<file path="src/rtl/cart_pkg.sv">
// Shared types and constants for the 2600 cart ROM fetch path.
// SDRAM word layout and the fetch FSM state encoding.
package cart_pkg;

  localparam int SDRAM_W = 16;
  localparam int EVEN_LO = 0;
  localparam int ODD_LO  = 8;

  typedef enum logic [1:0] {
    IDLE,
    REQ,
    WAIT
  } fetch_state_e;

  function automatic logic [7:0] byte_sel(
    input logic [SDRAM_W-1:0] w,
    input logic               odd
  );
    return odd ? w[ODD_LO +: 8] : w[EVEN_LO +: 8];
  endfunction

endpackage

</file>
<file path="src/rtl/cart_fetch_cache.sv">
// Direct-mapped word cache for cart ROM fetches.
// Combinational lookup, synchronous fill and flush.
module cart_fetch_cache
  import cart_pkg::*;
#(
  parameter int LINES  = 4,
  parameter int ADDR_W = 19
) (
  input  logic               clk,
  input  logic               reset_n,
  input  logic [ADDR_W-2:0]  lk_wa,
  input  logic               fill_en,
  input  logic [ADDR_W-2:0]  fill_wa,
  input  logic [SDRAM_W-1:0] fill_data,
  input  logic               flush,
  output logic               hit,
  output logic [SDRAM_W-1:0] hit_word
);

  localparam int IDXW  = $clog2(LINES);
  localparam int TAG_W = ADDR_W - 1 - IDXW;

  logic [TAG_W-1:0]   tag_q  [LINES];
  logic [TAG_W-1:0]   tag_d  [LINES];
  logic [SDRAM_W-1:0] data_q [LINES];
  logic [SDRAM_W-1:0] data_d [LINES];
  logic [LINES-1:0]   valid_q;
  logic [LINES-1:0]   valid_d;

  logic [IDXW-1:0]  lk_idx;
  logic [TAG_W-1:0] lk_tag;
  logic [IDXW-1:0]  fl_idx;
  logic [TAG_W-1:0] fl_tag;

  assign lk_idx   = lk_wa[IDXW-1:0];
  assign lk_tag   = lk_wa[ADDR_W-2:IDXW];
  assign fl_idx   = fill_wa[IDXW-1:0];
  assign fl_tag   = fill_wa[ADDR_W-2:IDXW];
  assign hit      = valid_q[lk_idx] &&
                    (tag_q[lk_idx] == lk_tag);
  assign hit_word = data_q[lk_idx];

  // Next-state of the arrays: flush beats fill.
  always_comb begin
    tag_d   = tag_q;
    data_d  = data_q;
    valid_d = valid_q;
    if (flush) begin
      valid_d = '0;
    end else if (fill_en) begin
      tag_d[fl_idx]   = fl_tag;
      data_d[fl_idx]  = fill_data;
      valid_d[fl_idx] = 1'b1;
    end
  end

  // Array registers with synchronous clear.
  always_ff @(posedge clk) begin
    if (!reset_n) begin
      valid_q <= '0;
      for (int i = 0; i < LINES; i++) begin
        tag_q[i]  <= '0;
        data_q[i] <= '0;
      end
    end else begin
      valid_q <= valid_d;
      tag_q   <= tag_d;
      data_q  <= data_d;
    end
  end

endmodule

</file>
<file path="src/rtl/cart_rom_fetch.sv">
// Mapper byte reads to SDRAM word requests, with a word cache.
// Holds rom_do stable between lookups.
module cart_rom_fetch
  import cart_pkg::*;
#(
  parameter int LINES  = 4,
  parameter int ADDR_W = 19
) (
  input  logic               clk,
  input  logic               reset_n,
  input  logic [ADDR_W-1:0]  rom_a,
  input  logic               rom_read,
  input  logic               flush,
  output logic [7:0]         rom_do,
  output logic               rom_valid,
  output logic               sdram_req,
  output logic [ADDR_W-2:0]  sdram_addr,
  input  logic               sdram_ack,
  input  logic [SDRAM_W-1:0] sdram_rdata
);

  fetch_state_e      state_q, state_d;
  logic [ADDR_W-1:0] pend_a_q, pend_a_d;
  logic [7:0]        rom_do_q, rom_do_d;
  logic              rom_valid_q, rom_valid_d;
  logic              req_q, req_d;
  logic [ADDR_W-2:0] addr_q, addr_d;
  logic              discard_q, discard_d;

  logic               hit;
  logic [SDRAM_W-1:0] hit_word;
  logic               fill_en;
  logic               c_flush;

  cart_fetch_cache #(
    .LINES  (LINES),
    .ADDR_W (ADDR_W)
  ) u_cache (
    .clk       (clk),
    .reset_n   (reset_n),
    .lk_wa     (rom_a[ADDR_W-1:1]),
    .fill_en   (fill_en),
    .fill_wa   (pend_a_q[ADDR_W-1:1]),
    .fill_data (sdram_rdata),
    .flush     (c_flush),
    .hit       (hit),
    .hit_word  (hit_word)
  );

  // Fetch FSM: the request is raised on the miss edge itself,
  // so REQ and WAIT both accept an ack.
  always_comb begin
    state_d     = state_q;
    pend_a_d    = pend_a_q;
    rom_do_d    = rom_do_q;
    rom_valid_d = rom_valid_q;
    req_d       = req_q;
    addr_d      = addr_q;
    discard_d   = discard_q;
    fill_en     = 1'b0;
    c_flush     = 1'b0;
    unique case (state_q)
      IDLE: begin
        if (flush) begin
          c_flush     = 1'b1;
          rom_valid_d = 1'b0;
        end else if (rom_read) begin
          if (hit) begin
            rom_do_d    = byte_sel(hit_word, rom_a[0]);
            rom_valid_d = 1'b1;
          end else begin
            pend_a_d    = rom_a;
            rom_valid_d = 1'b0;
            req_d       = 1'b1;
            addr_d      = rom_a[ADDR_W-1:1];
            state_d     = REQ;
          end
        end
      end
      REQ, WAIT: begin
        state_d = WAIT;
        if (flush) begin
          c_flush     = 1'b1;
          rom_valid_d = 1'b0;
          if (sdram_ack) begin
            req_d     = 1'b0;
            discard_d = 1'b0;
            state_d   = IDLE;
          end else begin
            discard_d = 1'b1;
          end
        end else if (sdram_ack) begin
          req_d     = 1'b0;
          discard_d = 1'b0;
          state_d   = IDLE;
          if (!discard_q) begin
            fill_en = 1'b1;
            if (rom_read && (rom_a != pend_a_q)) begin
              rom_valid_d = 1'b0;
            end else begin
              rom_do_d    = byte_sel(sdram_rdata,
                                     pend_a_q[0]);
              rom_valid_d = 1'b1;
            end
          end
        end
      end
      default: state_d = IDLE;
    endcase
  end

  // State and registered outputs.
  always_ff @(posedge clk) begin
    if (!reset_n) begin
      state_q     <= IDLE;
      pend_a_q    <= '0;
      rom_do_q    <= '0;
      rom_valid_q <= 1'b0;
      req_q       <= 1'b0;
      addr_q      <= '0;
      discard_q   <= 1'b0;
    end else begin
      state_q     <= state_d;
      pend_a_q    <= pend_a_d;
      rom_do_q    <= rom_do_d;
      rom_valid_q <= rom_valid_d;
      req_q       <= req_d;
      addr_q      <= addr_d;
      discard_q   <= discard_d;
    end
  end

  assign rom_do     = rom_do_q;
  assign rom_valid  = rom_valid_q;
  assign sdram_req  = req_q;
  assign sdram_addr = addr_q;

endmodule

</file>
<file path="config.mk">
export PLATFORM = sky130hd
export DESIGN_NAME = cart_rom_fetch
export DESIGN_NICKNAME = d
export VERILOG_FILES = /design/src/rtl/cart_pkg.sv /design/src/rtl/cart_fetch_cache.sv /design/src/rtl/cart_rom_fetch.sv
export SDC_FILE = /design/constraint.sdc
export NUM_CORES = 1
export LEC_CHECK = 0
export BUFFER_PORTS_ARGS = -buffer_cell sky130_fd_sc_hd__buf_2
export CAP_MARGIN = 20
export CORE_UTILIZATION = 30
export DETAILED_ROUTE_END_ITERATION = 7
export GPL_TIMING_DRIVEN = 0
export PLACE_DENSITY = 0.57
export SYNTH_ARGS = -nofsm -noshare
export SYNTH_HDL_FRONTEND = slang
export SYNTH_HIERARCHICAL = 1
export SYNTH_SLANG_ARGS = --single-unit
export TNS_END_PERCENT = 50
</file>
<file path="constraint.sdc">
create_clock -name clk -period 6.63 [get_ports clk]
set_input_delay 0.3315 -clock clk [delete_from_list [all_inputs] [get_ports clk]]
set_output_delay 0.3315 -clock clk [all_outputs]
set_load 0.005 [all_outputs]
</file>
After elaboration in Yosys (flattened, before gate mapping)
Index checks and enable logic that the tools add are counted.
{"block": "op_classes", "n_lt_le_gt_ge": 6, "eq_ne": 15, "n_mux": 50, "n_bitwise": 7, "reduce_logical": 17}
{"cell": "$bwmux W64", "n": 2}
{"cell": "$mux W16", "n": 5}
{"cell": "$mux W8", "n": 9}
{"cell": "$bmux W16 S2", "n": 2}
{"cell": "$demux W16 S2", "n": 1}
{"cell": "$mux W1", "n": 21}
{"cell": "$ne A19 B19 Y1", "n": 1}
{"cell": "$eq A16 B16 Y1", "n": 1}
{"cell": "$ne A2 B2 Y1 const B", "n": 8}
{"cell": "$pmux W8 S2", "n": 1}
{"cell": "$ne A3 B3 Y1 const B", "n": 3}
{"cell": "$mux W2", "n": 4}
{"cell": "$reduce_and A4 Y1", "n": 2}
{"cell": "$reduce_and A8 Y1", "n": 1}
{"cell": "$ge A3 B3 Y1 const B", "n": 2}
{"cell": "$lt A2 B3 Y1 const B", "n": 2}
{"cell": "$not A2 Y3", "n": 2}
{"cell": "$reduce_and A5 Y1", "n": 1}
{"cell": "$logic_and A1 B1 Y1", "n": 4}
{"cell": "$not A1 Y1", "n": 4}
{"cell": "$or A4 B4 Y4", "n": 1}
{"cell": "$pmux W1 S2", "n": 2}
{"cell": "$pmux W2 S2", "n": 1}
{"cell": "$reduce_and A2 Y1", "n": 2}
{"cell": "other kinds (11)", "n": 13}
{"block": "totals", "ff_bits": 182, "in_bits": 40, "output_inout_bits": 28}

Logic depth before layout (Yosys ltp)
Gate-level depths: netlist (run 1).
{"block": "logic_depth", "ltp_word": 10, "ltp_mapped": 14, "depth_no_buf": 10}

Cells and area by module
The synthesis (run 1) kept the hierarchy.
{"mod": "cart_fetch_cache", "instances": 1, "cells_each": 675, "area_per_inst_um2": 5963.2, "seq_area_each_um2": 2642.5}
{"mod": "cart_rom_fetch", "instances": 1, "cells_each": 264, "area_per_inst_um2": 2183.3, "seq_area_each_um2": 640.6}

Least setup slack after synthesis (run 1)
Ideal clock, no wire load.
{"block": "synth_timing", "path_type": "input to register", "startpoint": "input rom_a[2]", "endpoint": "register rom_do_q[4] (netlist: rom_do[4])", "arrival_time_ns": 2.816, "required_ns": 6.557, "setup_slack_ns": 3.741, "cell_stages": 12, "cell_sequence": "buf_6 mux4_1 xor2_1 nor4_2 nand2_1 nor4_2 nand2b_1 a221oi_4 buf_6 nand4_1 mux2_2 o211ai_2"}
{"element": "start, declared", "line": "cart_rom_fetch.sv:11", "text": "input logic [ADDR_W-1:0] rom_a,"}
{"element": "$not A2 Y3 (implied by the code)", "line": "cart_fetch_cache.sv:40", "text": "(tag_q[lk_idx] == lk_tag);"}
{"element": "$bmux W16 S2", "line": "cart_fetch_cache.sv:40"}
{"element": "$mux W16 (implied by the code) (2 in series)", "line": "cart_fetch_cache.sv:40"}
{"element": "$eq A16 B16 Y1", "line": "cart_fetch_cache.sv:40"}
{"element": "$logic_and A1 B1 Y1 *", "line": "cart_fetch_cache.sv:39", "text": "assign hit = valid_q[lk_idx] &&"}
{"element": "net hit", "line": "cart_rom_fetch.sv:30", "text": "logic hit;"}
{"element": "$ne A2 B2 Y1 (no line) *"}
{"element": "$reduce_and A8 Y1 (no line) *"}
{"element": "end signal, assigned", "line": "cart_rom_fetch.sv:125", "text": "rom_do_q <= rom_do_d;"}
{"element": "end, declared", "line": "cart_rom_fetch.sv:24", "text": "logic [7:0] rom_do_q, rom_do_d;"}
Mark *: on every way through the listed nets, which the timed path passes. The rest lies on a longest branch. The select of a mux whose other input is x is not followed.
A chain may end at the register's enable or synchronous reset.

Worst setup path in the final report (run 1)
{"block": "layout_timing", "startpoint": "input rom_a[1]", "endpoint": "register rom_do_q[4] (netlist: rom_do[4])"}
Same word-level chain as after synthesis.

==> results.md, run 1 <==
Route:
- The average vias per placed instance is 5.03.
- Summed over all layers, the routed wires come to 25.0 mm.
- The count of TritonRoute iterations in the first routing pass is 5.
- The number of remaining DRC errors is 0.
- Once detail routing completed, the nets flagged for antenna violations numbered 0.
- Dividing the detail-routed wire length by the instance count gives 18.3 um.
- The detailed-route via count is 6897.
- The detailed router finished its first iteration with 701 violations.

Global route:
- Entering global routing, the biggest net connects 17 pins.
- Summed over all layers, the global routing overflow is 0.
- The total track usage is 18.5%.
- The number of global-route vias before repair came to 6492.
- The first-pass GRT wire length is 39.1 mm.
- The initial antenna violation count is 2.

Floorplanning:
- The core region is 26400 sq um.
- The floorplan die height is 167 um.
- The row count is 59.
- The overall die area is 27800 sq um.
- Pin placement for this block handled 68 I/O pins.
- The die width is 167 um.
- The initial core utilization is 30.9%.

STA:
- Setup violations remaining at the end of the flow were counted as 0.
- For the pin with the worst max-slew slack, the measured transition is 0.755 ns.
- The maximum frequency from static timing analysis is 0.276 GHz.
- The count of pins over their slew limit is 0.
- Dividing the final minimum period by the clock period gives 54.7%.
- The relative max-transition margin is 49.7%.
- Setup repair after global routing left no endpoint under its margin.
- Clock skew on the completed layout was measured at 0.00743 ns.
- The final critical path time including I/O delays and setup is 3.63 ns.
- The number of hold violations in the final report is 0.
- After routing, the total negative slack on setup checks comes to 0 ns.
- The worst hold-check slack is 0.181 ns.

Clock tree:
- CTS placed an instance of clkbuf_16 at the clock tree root.
- The number of buffers inserted during clock tree synthesis is 17.
- Buffers inserted to repair hold after CTS numbered 0.
- CTS built an H-tree with a depth of 4.
- After clock tree synthesis, the clock-pin slew on the worst setup and hold paths is 0.06 ns.
- The clock sink count is 164.
- The later pin in the worst-skew pair is clocked with a latency of 0.43 ns.
- The number of buffers added for setup after CTS is 0.
- The number of gates resized after CTS is 0.
- The clock passes through at most 2 buffers.
- TritonCTS built the clock tree.

Placement:
- The detailed placer's ending HPWL is 17.8 mm.
- The final weighted congestion of routability-driven global placement is 0.886.
- The number of buffers added on ports is 64.
- The placed instance area is 8890 sq um.

Worst setup path:
- The kind of end point of the critical path is a register.
- The startpoint class of the critical path is an input pin.
- The path type of the worst setup path is in -> reg.
- The arrival time reported for the critical path endpoint is 3.98 ns.
- Of all nets on the critical path, the largest fanout is 10.
- The required time of the critical path is 6.99 ns.

Status:
- The run finished with clean final reports.

Synthesis:
- The number of flip-flops and latches in the synthesized netlist is 164.
- The number of enable flip-flop cells after synthesis is 0.
- The Yosys step of the flow raised 6 warnings.
- When the netlist entered floorplanning its net count stood at 981.
- The most frequent cell after synthesis is nand2_1.
- The commonest cells after synthesis are nand2_1, dfxtp_1, a21boi_1, clkbuf_1, mux2i_1.
- Of the synthesized area, sequential elements account for 40.3%.
- The share of synthesized flip-flops with an asynchronous set or reset is 0%.
- The area of the mapped netlist is 8150 sq um.
- In the synthesized netlist the dominant register cell turns out to be dfxtp_1.
- Synthesis instantiated 54 different standard cells from the library.
- Sorting the synthesized cells by area gives the leading types as dfxtp_1, nand2_1, a21boi_1.
- The biggest area consumer among synthesized cells is dfxtp_1.
- The area fraction of the dominant cell type after synthesis is 40.3%.
- The synthesized netlist cell count is 939.
- The average instance in the mapped netlist occupies 8.68 sq um.

Finish:
- The total inserted antenna cells is 0.
- The growth of design area from synthesis to finish is 16.6%.
- The final instance area is 9500 sq um.
- Counting the fill cells in the layout gives 2684.
- The final layout net count is 1064.
- The fraction of final layout cells sized beyond drive strength 1 is 15.7%.

Power and ir drop:
- For this design the static power due to leakage is 3.46 nW.
- The largest voltage drop on the vdd net is 0.187 mV.
- Power comes to 0.00225 W.
- In this run the power density over the cells is 237 nW/um^2.

Hold path:
- The worst hold-check path type is in -> reg.

Flow run:
- The number of max-cap violations is 0.
state kept, by name, summed over array words and instances, names as in the netlist:
register and cells:
discard_q 1, pend_a_q 19, rom_do 8, rom_valid 1, sdram_req 1, state_q 2
u_cache/data_q 64, u_cache/tag_q 64, u_cache/valid_q 4
cells by family (layout without fill, tap and decap cells):
logic type               count (synthesis)  in the layout  synth area share, %
multiplexers                            58             58                 10.9
buffers and inverters                   90            186                 5.96
AND/OR/NAND/NOR                        381            381                 19.2
XOR/XNOR                                35             35                 3.76
adder cells (fa/ha/maj)                  2              2                0.307
AO/OA/AOI/OAI                          209            209                 19.6
flip-flops                             164            164                 40.3
worst paths after layout:
check	start	end	slack (ns)	depth (start not counted)
setup / recovery	rom_a[1]	rom_do[4]	3.00	14
hold reg to reg	u_cache/tag_q[50]	u_cache/tag_q[50]	0.45	2
setup reg to reg	u_cache/tag_q[2]	rom_do[4]	3.13	11
hold / removal	sdram_rdata[9]	u_cache/data_q[25]	0.18	3
worst max-delay path, stage by stage:
cell and delay, ns:
buf_2 0.11, buf_2 0.27, buf_2 0.40, mux4_2 0.37
xor2_1 0.16, nor4_1 0.43, nand2_1 0.12, nor4_2 0.47
nand2b_1 0.18, a221oi_4 0.46, buf_6 0.21, nand4_1 0.09
mux2_2 0.30, o211ai_2 0.07
stage by stage:
stage / util (%) / std cells / setup slack, ns
5_1_grt: 36.0 / 1370 / 2.89
2_1_floorplan: - / 939 / 3.74
3_5_place_dp: 33.7 / 1338 / 2.62
3_3_place_gp: 33.7 / 1338 / 2.58
6_report: 36.0 / 1370 / 3.00
4_1_cts: 36.0 / 1370 / 3.06
area by class of cell:
cell class / count / area (sq um) / share of cell area (%)
Buffer: 83 / 459 / 4.84
Tap cell: 335 / 419 / 4.41
Sequential cell: 164 / 3280 / 34.6
Clock buffer: 23 / 458 / 4.82
Inverter: 7 / 26.3 / 0.277
Timing Repair Buffer: 64 / 320 / 3.37
Clock inverter: 9 / 153 / 1.61
Multi-Input combinational cell: 685 / 4380 / 46.1
routing by layer:
metal | global-route usage (%) | share of wire (%) | wire [um] | vias up
li1 | - | - | - | 3342
met1 | 25.4 | 47 | 11900 | 3332
met2 | 28.8 | 45 | 11300 | 190
met3 | 3.87 | 5.7 | 1420 | 29
met4 | 5.76 | 1.8 | 444 | 4
met5 | 0 | 0.072 | 18 | -
power breakdown:
part           switching, W  internal, W
Sequential        0.0000160     0.000995
Combinational      0.000112    0.0000771
Clock              0.000408     0.000640
Total              0.000537      0.00171
cells in the final DEF (no fill, tap or decap), types with 4 or more instances in the layout:
cell type and instances:
nand2_1 323, dfxtp_1 164, a21boi_1 129, buf_2 75, clkbuf_1 51, mux2i_1 33
xor2_1 30, mux4_2 22, buf_4 20, a21boi_0 20, nor2_1 17, clkbuf_16 17
o22ai_1 11, nand2b_1 8, o32ai_1 8, nor3_1 7, o2bb2ai_1 7, a211o_1 7
inv_1 6, a21oi_1 6, a31oi_1 6, nor2b_1 5, nor4_2 5, nand3_1 5
xnor2_1 5, bufinv_16 4
No activity file was read; power rests on OpenSTA's default activity.
==> inputs of run 2 (changes only) <==
--- a/config.mk
+++ b/config.mk
@@ -10,7 +10,7 @@
 export CORE_UTILIZATION = 30
 export DETAILED_ROUTE_END_ITERATION = 7
 export GPL_TIMING_DRIVEN = 0
-export PLACE_DENSITY = 0.57
+export PLACE_DENSITY = 0.58
 export SYNTH_ARGS = -nofsm -noshare
 export SYNTH_HDL_FRONTEND = slang
 export SYNTH_HIERARCHICAL = 1
==> constraint.sdc (replaced) <==
create_clock -name clk -period 2.92 [get_ports clk]
set_input_delay 0.146 -clock clk [delete_from_list [all_inputs] [get_ports clk]]
set_output_delay 0.146 -clock clk [all_outputs]
set_load 0.005 [all_outputs]
==> results.md, run 2 (synthesis results as in run 1) <==
Global route:
- Global routing used 23.5% of the available met1 tracks.
- The total congestion overflow after global routing is 0.
- Entering global routing, the biggest net connects 20 pins.
- The total track usage is 18.2%.
- The global routing stage identified its most utilized layer as met2.
- The first global-routing pass estimated 38.5 mm of wire.
- The initial antenna violation count is 1.
- The number of global-route vias before repair is 6618.
- The met2 routing resource usage after global routing is 30.4%.
- The met3 track demand over resource in global routing is 3.23%.

Worst setup path:
- The worst setup path is launched from a register.
- The worst setup path is captured at a register.
- The critical path goes through mux4_2 -> xor2_1 -> nor4_2 -> nand2_1 -> nor4_4 -> buf_4 -> nand2b_4 -> a221oi_4 -> buf_6 -> nand4_1 -> mux2_4 -> o211ai_2.
- The dominant delay contributor by cell family on the critical path is simple AND/OR/NAND/NOR gates.
- The peak per-stage delay on the critical path is 0.47 ns.
- The peak fanout along the critical path is 6.
- Counting cells, the worst reg-to-reg path comes to 12.
- The sum of buffers and inverters on the critical path is 2.
- In this run the critical register-to-register path is launched from u_cache/tag_q[10].
- The slowest stage of the critical path belongs to the cell mux4_2.
- The minimum setup slack among reg-to-reg paths is 0.05 ns.
- For the worst setup path, the data required time is 3.28 ns.
- Data on the critical path arrives at its endpoint at 3.24 ns.
- In this run the critical register-to-register path is captured at rom_do[4].
- The path type of the worst setup path is reg -> reg.

Floorplanning:
- The row count is 59.
- Measured along the x axis, the die boundary spans 167 um.
- Once the floorplan was initialized, standard cells occupied 30.9% of the core.
- The placeable core region is 26400 sq um.
- Pin placement for this block handled 68 I/O pins.
- In this run the vertical extent of the chip is 167 um.
- The die covers 27800 sq um.

Placement:
- Once placement finished, the instance area stood at 8890 sq um.
- Port buffering added 64 buffers.
- The detailed placer's ending HPWL is 17.7 mm.
- The congestion estimate from routability-driven global placement came to 0.884.

Hold path:
- The end of the worst hold path is u_cache/data_q[3].
- The number of instances on the worst hold path is 3.
- The worst hold-check path type is in -> reg.
- The hold path startpoint is sdram_rdata[3].

STA:
- The worst hold-check slack is 0.0156 ns.
- The count of pins over their slew limit is 0.
- Setup repair after global routing could not meet its margin everywhere.
- Headroom to the max-slew limit came out at 49.2%.
- The final setup violation count is 0.
- The clock arrives with 0.00815 ns of skew.
- The final worst-path cycle share is 98.4%.
- The number of hold violations in the final report is 0.
- Counting I/O delays and the setup requirement, the final critical path takes 2.87 ns.
- The maximum frequency from static timing analysis is 0.348 GHz.
- Adding up every negative setup slack in the final design gives 0 ns.
- The slew at the pin with the worst max-slew slack is 0.756 ns.

Power and ir drop:
- The largest voltage drop on the vdd net is 0.403 mV.
- The cell-internal power is 0.00400 W.
- The analysis attributes to cell leakage a power of 3.68 nW.
- Power spread over the standard cell area amounts to 529 nW/um^2.
- The analysis attributes to net switching a power of 0.00125 W.
- The clock network accounts for 47.3% of the total power.
- In this run, flip-flops and latches consume 43.8% of the power.
- Of the total power, combinational logic draws 8.9%.
- Net switching is 23.7% of the power.

Route:
- The wire length per cell is 18.2 um.
- After detailed routing, the number of remaining DRC violations is 0.
- The remaining antenna violation count after routing is 0.
- The wire length reported by the detailed router is 25.3 mm.
- The initial detailed-routing violation count is 507.
- The first detailed-routing pass ran for 5 iterations.
- The final route contains 6982 vias.
- The average vias per placed instance is 5.01.

Clock tree:
- The clock sink count is 164.
- The number of buffers inserted during clock tree synthesis is 17.
- TritonCTS built the clock tree.
- The clock-pin slew of the registers on the worst-case setup and hold paths is 0.07 ns.
- The clock tree buffer depth is 2.
- The CTS root buffer is clkbuf_16.
- The H-tree generated during clock tree synthesis spans 4 levels.
- The clock latency at the later pin of the worst-skew pair is 0.43 ns.

Finish:
- Leaving out fill and tap cells, the most frequent cells in the layout are nand2_1, dfxtp_1, a21boi_1.
- The final instance area is 9920 sq um.
- For this run, the post-layout net count is 1089.
- The repair_antennas step left the layout with diodes totalling 0.
- Leaving out fill and tap cells, the most frequent cell in the layout is nand2_1.
- The post-route netlist has 19.6% of its cells at a drive strength greater than 1.
- Relative to the synthesized area, the layout overhead comes to 21.7%.
- The largest registers in the layout are u_cache/data_q: 64 flops, u_cache/tag_q: 64 flops, pend_a_q: 19 flops.

Flow run:
- The number of max-cap violations is 0.

Status:
- The flow ran to the end, and the final reports show no timing, DRC or antenna violations.
==> run 2: cell count changes in the layout (fill, tap and decap cells not counted), sizes merged <==
cell,previous run,this run
buf,100,111
dlygate4sd3,0,17
clkinvlp,3,2
bufinv,4,5
clkinv,2,6
clkbuf,70,63
==> run 2: worst max path at each step <==
stage / start / endpoint / cells after the start
global route: u_cache/tag_q[14] / rom_do[4] / 12
floorplan: rom_a[2] / rom_do[4] / 12
global placement: rom_a[1] / rom_do[4] / 14
finish: u_cache/tag_q[10] / rom_do[4] / 12
CTS: u_cache/tag_q[1] / rom_do[4] / 12
detailed placement: rom_a[1] / rom_do[4] / 14
==> run 2: what timing repair did <==
| item | 4_1_cts | 5_1_grt |
|---|---|---|
| setup buffers | 3 | 6 |
| endpoints found under the hold margin | 39 | 0 |
| pin swaps | 4 | 5 |
| hold buffers | 17 | 0 |
| endpoints found under the setup margin | 145 | 138 |
| resized for setup | 22 | 35 |
==> run 2: area by class of cell <==
class	instances	area, sq um
clock buffers	19	443
inverters	7	26.3
flip-flops and latches	164	3290
well taps	335	419
plain buffers	82	489
fillers	2660	16400
clock inverters	13	206
repair buffers	90	574
multi-input cells	685	4470
==> run 2: through the flow <==
stage / util (%) / power (W) / setup slack [ns] / instances
after floorplan: - / 0.00259 / 0.216 / 939
after global placement: 33.7 / 0.00277 / -0.856 / 1338
after detailed placement: 33.7 / 0.00278 / -0.872 / 1338
after CTS: 37.1 / 0.00527 / -0.0718 / 1389
after global routing: 37.6 / 0.00541 / -0.115 / 1395
final: 37.6 / 0.00525 / 0.0459 / 1395
==> run 2: tightest hold or removal path: stages <==
cell and delay, ns:
buf_2 0.14, nand2_1 0.06, a21boi_1 0.05
==> run 2: power by group through the flow <==
stage,clock (W),sequential [W],combinational [W]
4_1_cts,0.00252,0.00230,0.000456
3_3_place_gp,0,0.00235,0.000428
3_5_place_dp,0,0.00235,0.000430
5_1_grt,0.00261,0.00230,0.000498
6_report,0.00248,0.00230,0.000467
2_1_floorplan,0,0.00233,0.000261
==> run 2: routing by layer <==
metal	part of all wire (%)	routed length, um
met5	0.032	8
met3	4.5	1150
met2	48	12100
met4	2.0	494
met1	46	11600
